==> src/rtl/mem_arb_pkg.sv <==
// Shared types and constants for the two-port memory arbiter.
package mem_arb_pkg;

  typedef enum logic [1:0] {
    IDLE  = 2'd0,
    ISSUE = 2'd1,
    WAIT  = 2'd2,
    DONE  = 2'd3
  } arb_state_e;

  localparam logic PORT_CPU = 1'b0;
  localparam logic PORT_DBG = 1'b1;
  localparam int   CNT_W    = 4;

endpackage

==> src/rtl/mem_port_arbiter_if.sv <==
// Requester and memory-side signal bundle of the memory port arbiter.
interface mem_port_arbiter_if #(
  parameter int AW = 32,
  parameter int DW = 32
);
  logic          req0;
  logic          we0;
  logic [AW-1:0] addr0;
  logic [DW-1:0] wdata0;
  logic          gnt0;
  logic          done0;
  logic          req1;
  logic          we1;
  logic [AW-1:0] addr1;
  logic [DW-1:0] wdata1;
  logic          gnt1;
  logic          done1;
  logic [DW-1:0] rdata;
  logic          mem_en;
  logic          mem_we;
  logic [AW-1:0] mem_addr;
  logic [DW-1:0] mem_wdata;
  logic [DW-1:0] mem_rdata;
  logic          busy;

  modport slave (
    input  req0, we0, addr0, wdata0, req1, we1, addr1, wdata1, mem_rdata,
    output gnt0, done0, gnt1, done1, rdata, mem_en, mem_we, mem_addr, mem_wdata, busy
  );

  modport master (
    output req0, we0, addr0, wdata0, req1, we1, addr1, wdata1, mem_rdata,
    input  gnt0, done0, gnt1, done1, rdata, mem_en, mem_we, mem_addr, mem_wdata, busy
  );
endinterface

==> src/rtl/rr_arb2.sv <==
// Two-requester round-robin winner selection with a registered priority pointer.
module rr_arb2
  import mem_arb_pkg::*;
(
  input  logic clk,
  input  logic rst,
  input  logic req0_i,
  input  logic req1_i,
  input  logic advance_i,
  output logic valid_o,
  output logic winner_o
);

  logic ptr_q;
  logic ptr_d;

  always_ff @(posedge clk or posedge rst) begin
    if (rst) begin
      ptr_q <= PORT_CPU;
    end else begin
      ptr_q <= ptr_d;
    end
  end

  always_comb begin
    if (advance_i) begin
      ptr_d = ~ptr_q;
    end else begin
      ptr_d = ptr_q;
    end
  end

  // a lone requester always wins; the pointer only breaks ties
  always_comb begin
    valid_o = req0_i | req1_i;
    if (req0_i && req1_i) begin
      winner_o = ptr_q;
    end else if (req1_i) begin
      winner_o = PORT_DBG;
    end else begin
      winner_o = PORT_CPU;
    end
  end

endmodule

==> src/rtl/mem_port_arbiter.sv <==
// Serialises CPU and debug/DMA accesses onto one memory with a fixed read latency,
// returning a one-cycle done pulse alongside registered read data.
module mem_port_arbiter
  import mem_arb_pkg::*;
#(
  parameter int AW      = 32,
  parameter int DW      = 32,
  parameter int MEM_LAT = 2
) (
  input logic               clk,
  input logic               rst,
  mem_port_arbiter_if.slave arb_if
);

  if (MEM_LAT < 1 || MEM_LAT > 15) begin : g_bad_mem_lat
    $error("mem_port_arbiter: MEM_LAT must be within 1..15");
  end

  arb_state_e       state_q, state_d;
  logic             owner_q, owner_d;
  logic             we_q, we_d;
  logic [AW-1:0]    addr_q, addr_d;
  logic [DW-1:0]    wdata_q, wdata_d;
  logic [DW-1:0]    rdata_q, rdata_d;
  logic [CNT_W-1:0] cnt_q, cnt_d;
  logic             gnt0_q, gnt0_d, gnt1_q, gnt1_d;
  logic             done0_q, done0_d, done1_q, done1_d;
  logic             mem_en_q, mem_en_d, mem_we_q, mem_we_d;
  logic             busy_q, busy_d;
  logic             sel_valid;
  logic             sel_port;

  rr_arb2 u_rr_arb2 (
    .clk       (clk),
    .rst       (rst),
    .req0_i    (arb_if.req0),
    .req1_i    (arb_if.req1),
    .advance_i (state_q == DONE),
    .valid_o   (sel_valid),
    .winner_o  (sel_port)
  );

  always_ff @(posedge clk or posedge rst) begin
    if (rst) begin
      state_q  <= IDLE;
      owner_q  <= PORT_CPU;
      we_q     <= 1'b0;
      addr_q   <= {AW{1'b0}};
      wdata_q  <= {DW{1'b0}};
      rdata_q  <= {DW{1'b0}};
      cnt_q    <= {CNT_W{1'b0}};
      gnt0_q   <= 1'b0;
      gnt1_q   <= 1'b0;
      done0_q  <= 1'b0;
      done1_q  <= 1'b0;
      mem_en_q <= 1'b0;
      mem_we_q <= 1'b0;
      busy_q   <= 1'b0;
    end else begin
      state_q  <= state_d;
      owner_q  <= owner_d;
      we_q     <= we_d;
      addr_q   <= addr_d;
      wdata_q  <= wdata_d;
      rdata_q  <= rdata_d;
      cnt_q    <= cnt_d;
      gnt0_q   <= gnt0_d;
      gnt1_q   <= gnt1_d;
      done0_q  <= done0_d;
      done1_q  <= done1_d;
      mem_en_q <= mem_en_d;
      mem_we_q <= mem_we_d;
      busy_q   <= busy_d;
    end
  end

  always_comb begin
    state_d = state_q;
    owner_d = owner_q;
    we_d    = we_q;
    addr_d  = addr_q;
    wdata_d = wdata_q;
    rdata_d = rdata_q;
    cnt_d   = cnt_q;
    case (state_q)
      IDLE: begin
        if (sel_valid) begin
          owner_d = sel_port;
          we_d    = (sel_port == PORT_DBG) ? arb_if.we1    : arb_if.we0;
          addr_d  = (sel_port == PORT_DBG) ? arb_if.addr1  : arb_if.addr0;
          wdata_d = (sel_port == PORT_DBG) ? arb_if.wdata1 : arb_if.wdata0;
          state_d = ISSUE;
        end else begin
          state_d = IDLE;
        end
      end
      ISSUE: begin
        cnt_d   = CNT_W'(MEM_LAT - 1);
        state_d = WAIT;
      end
      WAIT: begin
        // counter reaching zero marks the cycle mem_rdata is valid
        if (cnt_q == {CNT_W{1'b0}}) begin
          rdata_d = arb_if.mem_rdata;
          state_d = DONE;
        end else begin
          cnt_d = cnt_q - CNT_W'(1);
        end
      end
      DONE: begin
        state_d = IDLE;
      end
      default: begin
        state_d = IDLE;
      end
    endcase
  end

  // outputs decoded from the next state so they leave the register in step with it
  always_comb begin
    busy_d   = (state_d != IDLE);
    mem_en_d = (state_d == ISSUE);
    mem_we_d = (state_d == ISSUE) && we_d;
    gnt0_d   = busy_d && (owner_d == PORT_CPU);
    gnt1_d   = busy_d && (owner_d == PORT_DBG);
    done0_d  = (state_d == DONE) && (owner_d == PORT_CPU);
    done1_d  = (state_d == DONE) && (owner_d == PORT_DBG);
  end

  assign arb_if.gnt0      = gnt0_q;
  assign arb_if.gnt1      = gnt1_q;
  assign arb_if.done0     = done0_q;
  assign arb_if.done1     = done1_q;
  assign arb_if.rdata     = rdata_q;
  assign arb_if.mem_en    = mem_en_q;
  assign arb_if.mem_we    = mem_we_q;
  assign arb_if.mem_addr  = addr_q;
  assign arb_if.mem_wdata = wdata_q;
  assign arb_if.busy      = busy_q;

endmodule
==> src/flat_wrapper.sv <==
// flat-port wrapper written by rule: the top's interface ports become plain ports
module mem_port_arbiter_flat import mem_arb_pkg::*;
#(
  parameter int AW      = 32,
  parameter int DW      = 32,
  parameter int MEM_LAT = 2
)
  (clk, rst, arb_if_req0, arb_if_we0, arb_if_addr0, arb_if_wdata0, arb_if_req1, arb_if_we1, arb_if_addr1, arb_if_wdata1, arb_if_mem_rdata, arb_if_gnt0, arb_if_done0, arb_if_gnt1, arb_if_done1, arb_if_rdata, arb_if_mem_en, arb_if_mem_we, arb_if_mem_addr, arb_if_mem_wdata, arb_if_busy);
  mem_port_arbiter_if #(.AW(AW), .DW(DW)) arb_if_i ();
  input logic clk;
  input logic rst;
  input wire logic [$bits(arb_if_i.req0)-1:0] arb_if_req0;
  input wire logic [$bits(arb_if_i.we0)-1:0] arb_if_we0;
  input wire logic [$bits(arb_if_i.addr0)-1:0] arb_if_addr0;
  input wire logic [$bits(arb_if_i.wdata0)-1:0] arb_if_wdata0;
  input wire logic [$bits(arb_if_i.req1)-1:0] arb_if_req1;
  input wire logic [$bits(arb_if_i.we1)-1:0] arb_if_we1;
  input wire logic [$bits(arb_if_i.addr1)-1:0] arb_if_addr1;
  input wire logic [$bits(arb_if_i.wdata1)-1:0] arb_if_wdata1;
  input wire logic [$bits(arb_if_i.mem_rdata)-1:0] arb_if_mem_rdata;
  output wire logic [$bits(arb_if_i.gnt0)-1:0] arb_if_gnt0;
  output wire logic [$bits(arb_if_i.done0)-1:0] arb_if_done0;
  output wire logic [$bits(arb_if_i.gnt1)-1:0] arb_if_gnt1;
  output wire logic [$bits(arb_if_i.done1)-1:0] arb_if_done1;
  output wire logic [$bits(arb_if_i.rdata)-1:0] arb_if_rdata;
  output wire logic [$bits(arb_if_i.mem_en)-1:0] arb_if_mem_en;
  output wire logic [$bits(arb_if_i.mem_we)-1:0] arb_if_mem_we;
  output wire logic [$bits(arb_if_i.mem_addr)-1:0] arb_if_mem_addr;
  output wire logic [$bits(arb_if_i.mem_wdata)-1:0] arb_if_mem_wdata;
  output wire logic [$bits(arb_if_i.busy)-1:0] arb_if_busy;
  assign arb_if_i.req0 = arb_if_req0;
  assign arb_if_i.we0 = arb_if_we0;
  assign arb_if_i.addr0 = arb_if_addr0;
  assign arb_if_i.wdata0 = arb_if_wdata0;
  assign arb_if_i.req1 = arb_if_req1;
  assign arb_if_i.we1 = arb_if_we1;
  assign arb_if_i.addr1 = arb_if_addr1;
  assign arb_if_i.wdata1 = arb_if_wdata1;
  assign arb_if_i.mem_rdata = arb_if_mem_rdata;
  assign arb_if_gnt0 = arb_if_i.gnt0;
  assign arb_if_done0 = arb_if_i.done0;
  assign arb_if_gnt1 = arb_if_i.gnt1;
  assign arb_if_done1 = arb_if_i.done1;
  assign arb_if_rdata = arb_if_i.rdata;
  assign arb_if_mem_en = arb_if_i.mem_en;
  assign arb_if_mem_we = arb_if_i.mem_we;
  assign arb_if_mem_addr = arb_if_i.mem_addr;
  assign arb_if_mem_wdata = arb_if_i.mem_wdata;
  assign arb_if_busy = arb_if_i.busy;
  mem_port_arbiter #(.AW(AW), .DW(DW), .MEM_LAT(MEM_LAT)) u_core (.clk(clk), .rst(rst), .arb_if(arb_if_i));
endmodule
==> config.mk <==
export PLATFORM = sky130hd
export DESIGN_NAME = mem_port_arbiter_flat
export DESIGN_NICKNAME = d
export VERILOG_FILES = /design/src/rtl/mem_arb_pkg.sv /design/src/rtl/mem_port_arbiter_if.sv /design/src/rtl/rr_arb2.sv /design/src/rtl/mem_port_arbiter.sv /design/src/flat_wrapper.sv
export SDC_FILE = /design/constraint.sdc
export NUM_CORES = 1
export LEC_CHECK = 0
export CAP_MARGIN = 20
export CORE_AREA = 2 2 117 119
export DETAILED_ROUTE_END_ITERATION = 8
export DIE_AREA = 0 0 119 121
export PLACE_DENSITY = 0.88
export SLEW_MARGIN = 10
export SYNTH_ARGS = -nofsm -noshare
export SYNTH_HDL_FRONTEND = slang
export SYNTH_SLANG_ARGS = --single-unit
==> constraint.sdc <==
create_clock -name clk -period 5.1 [get_ports clk]
set_clock_uncertainty 0.15 [all_clocks]
set_input_delay 1.02 -clock clk [delete_from_list [all_inputs] [get_ports clk]]
set_output_delay 1.02 -clock clk [all_outputs]
set_load 0.01 [all_outputs]
==> impl_metrics.csv <==
group,metric,value,unit
pwr,combPwrFrac,0.505,
worst_setup_path,arrival,2.81,ns
global_routing,grt_pass1_vias,5026,
flow_run,drv_cap,0,
layout,fill_cells,1039,
synth,avgSynthCellArea,10.30,um2
layout,final_cell_area,8238,um2
placed_design,dp_cells,906,
worst_setup_path,path_class,"primary input to register",
sta,setup_viol,0,
worst_setup_path,startpoint_type,"primary input",
sta,min_period_over_period,0.5280,
routing,routedWlPerCell,17.16,um
synth,yosys.area_share.adder,0.01697,
clock_tree,tritoncts,"done",
sta,maxSlewHeadroom,0.3398,
routing,dr.first_iter.drc_count,312,
pwr,clock_power_share,0.151,
outcome,outcome,"finished clean",
worst_setup_path,worstSetupEndpointType,"register",
sta,fmax,371.4,MHz
clock_tree,clk_path_buf_depth,2,
clock_tree,cts_root_buf,"clkbuf_16",
floorplanning,ios,269,
pwr,leakagePower,3.189,nW
synth,synth_edf_count,0,
floorplanning,die_area,14400,um2
layout,drive_above_1_share,0.08445,
global_routing,grt_remaining_overflow,0,
clock_tree,clock_latency,0.35,ns
floorplanning,coreArea,13090,um2
routing,via_per_inst,5.322,
worst_setup_path,cpMaxStageDelayCell,"clkdlybuf4s50_1",
synth,syn_nets,674,
synth,synth-xor-area-share,0.001697,
clock_tree,cts.htree.levels,3,
layout,stdcell_count,922,
synth,yosys_warnings,0,
worst_setup_path,critPathMaxStageDelay,0.54,ns
global_routing,grt_use_total,0.2200,
synth,synth-simple-area-share,0.1653,
floorplanning,rows,42,
synth,synth.most_common_cell,"dfrtp_1",
floorplanning,die_y,121,um
routing,first_pass_iters,4,
sta,rsz0062_at_grt,"false",
global_routing,grt_max_degree,76,
floorplanning,start_util,0.3945,
routing,wl,15820,um
routing,via_count,4907,
sta,hold_viol,0,
sta,hold_ws,0.3556,ns
synth,synth_flop_cell,"dfrtp_1",
placed_design,place_congestion,0.7810,
layout,finalNetCount,914,
pwr,switchingPower,0.001627,W
sta,slew_violations,0,
clock_tree,post_cts_buffers,0,
global_routing,grt_pass1_wl,25000,um
synth,synth_cell_types,33,
pwr,powerDensity,559.4,nW/um2
synth,syn_area,5162,um2
clock_tree,clkSinkCount,112,
synth,yosys_register_bits,112,
worst_setup_path,crit_required,5.21,ns
synth,synthMuxAreaShare,0.06980,
synth,synth.top_cells.by_area,"dfrtp_1, nand3b_1, a31oi_1",
layout,area_delta_synth_final,59.57,%
sta,tightest_slew,0.9888,ns
pwr,sw_frac_of_total,0.3531,
synth,ys_seq_area_frac,0.5429,
synth,synth_compound_area_frac,0.1619,
placed_design,io_buffer_count,268,
pwr,p_int,0.002981,W
worst_setup_path,rrSetupSlack,2.69,ns
routing,postRouteAntennaNets,0,
worst_setup_path,worstPathCellList,"clkdlybuf4s50_1 -> nor2b_4 -> buf_4 -> o21ai_0 -> a31oi_1",
clock_tree,clk_pin_slew_worst_paths,0.07,ns
sta,tns,0,ns
worst_hold_path,hold_path_class,"register to register",
clock_tree,cts_buffers,9,
pwr,pwr-share-seq,0.345,
clock_tree,postCtsResizedCells,0,
global_routing,antenna_found_initial,0,
synth,synth_top_family_by_area,"simple AND/OR/NAND/NOR gates",
worst_setup_path,cp_num_buf_inv,2,
synth,synth_cells,501,
floorplanning,die_x,119,um
routing,drc,0,
pwr,ir_worst_vdd,228.7,uV
worst_setup_path,cp_max_fo,63,
placed_design,placed_cell_area,7946,um2
synth,synth_top_area_frac,0.5429,
synth,synthTopCellsByCount,"dfrtp_1, nor2_1, o21ai_0, a31oi_1, nand3b_1",
synth,yosysTopAreaCell,"dfrtp_1",
layout,antenna_cells,0,
clock_tree,ctsHoldBuffers,0,
sta,period_needed,2.693,ns
worst_setup_path,critPathTopFamily,"buffers and inverters",
synth,synthArstFlopShare,1.000,
placed_design,hpwlAfterDp,11520,um
-- power by group through the flow --
stage          logic (W)  clock network (W)  registers [W]
3_3_place_gp     0.00224                  0        0.00157
2_1_floorplan   0.000953                  0        0.00176
4_1_cts          0.00234           0.000712        0.00159
3_5_place_dp     0.00233                  0        0.00160
6_report         0.00232           0.000695        0.00159
5_1_grt          0.00252           0.000746        0.00164
-- per-stage QoR --
step | utilization | setup slack, ns | total power [W]
after global routing | 0.6296 | 2.237 | 0.004906
after floorplan | - | 0.9710 | 0.002716
after global placement | 0.6073 | 2.162 | 0.003808
after CTS | 0.6296 | 2.418 | 0.004644
after detailed placement | 0.6073 | 2.062 | 0.003937
final | 0.6296 | 2.407 | 0.004608
-- path summary, 6_finish.rpt --
| path | startpoint | endpoint | cells after the start |
|---|---|---|---|
| max | arb_if_req0 | u_core.arb_if.mem_wdata[12] | 5 |
| min | u_core.arb_if.rdata[1] | u_core.arb_if.rdata[1] | 1 |
| max reg2reg | u_core.state_q[0] | u_core.arb_if.rdata[20] | 4 |
| min reg2reg | u_core.arb_if.rdata[1] | u_core.arb_if.rdata[1] | 1 |
| max in group asynchronous | rst | u_core.arb_if.mem_wdata[0] | 3 |
| min in group asynchronous | rst | u_core.arb_if.busy | 2 |
-- per-layer routing --
layer,up-vias,routed length (um),track usage
li1,2274,-,-
met1,2354,6119,0.2457
met2,245,8004,0.3966
met3,34,1304,0.06062
met4,0,391,0.08854
met5,-,0,0
-- final cells by class --
type | count | area [um2] | share of cell area
clock inverter | 4 | 35.03 | 0.004253
multi-input combinational | 335 | 2161 | 0.2623
sequential | 112 | 2803 | 0.3402
tap | 176 | 220.2 | 0.02673
inverter | 8 | 32.53 | 0.003949
clock buffer | 12 | 256.5 | 0.03114
timing repair buffer | 275 | 2730 | 0.3314
-- state kept, by name (all words and copies together) (netlist names) --
name,cells
u_core.arb_if.rdata,32
u_core.u_rr_arb2.ptr_q,1
u_core.cnt_q,4
u_core.arb_if.mem_wdata,32
u_core.arb_if.gnt1,1
u_core.arb_if.mem_en,1
u_core.state_q,2
u_core.arb_if.done1,1
u_core.arb_if.busy,1
u_core.arb_if.mem_addr,32
u_core.arb_if.done0,1
u_core.arb_if.gnt0,1
u_core.arb_if.mem_we,1
u_core.we_q,1
u_core.owner_q,1
-- cell usage in the layout, fill, tap and decap left out, drive strengths merged, types with 7 or more instances in the layout --
master / instances
nor2: 71
dfrtp: 112
a31oi: 64
inv: 10
mux2: 32
clkbuf: 12
o21ai: 69
ha: 7
clkdlybuf4s50: 267
nand3b: 64
buf: 8
-- kinds of logic (layout without fill, tap and decap cells) --
| logic type | Yosys count | after routing |
|---|---|---|
| simple gates | 151 | 151 |
| xor+xnor | 1 | 1 |
| mux | 32 | 32 |
| buf+inv | 54 | 299 |
| flops | 112 | 112 |
| fa+ha+maj | 7 | 7 |
| compound gates | 144 | 144 |
(Power assumes the default switching activity.)
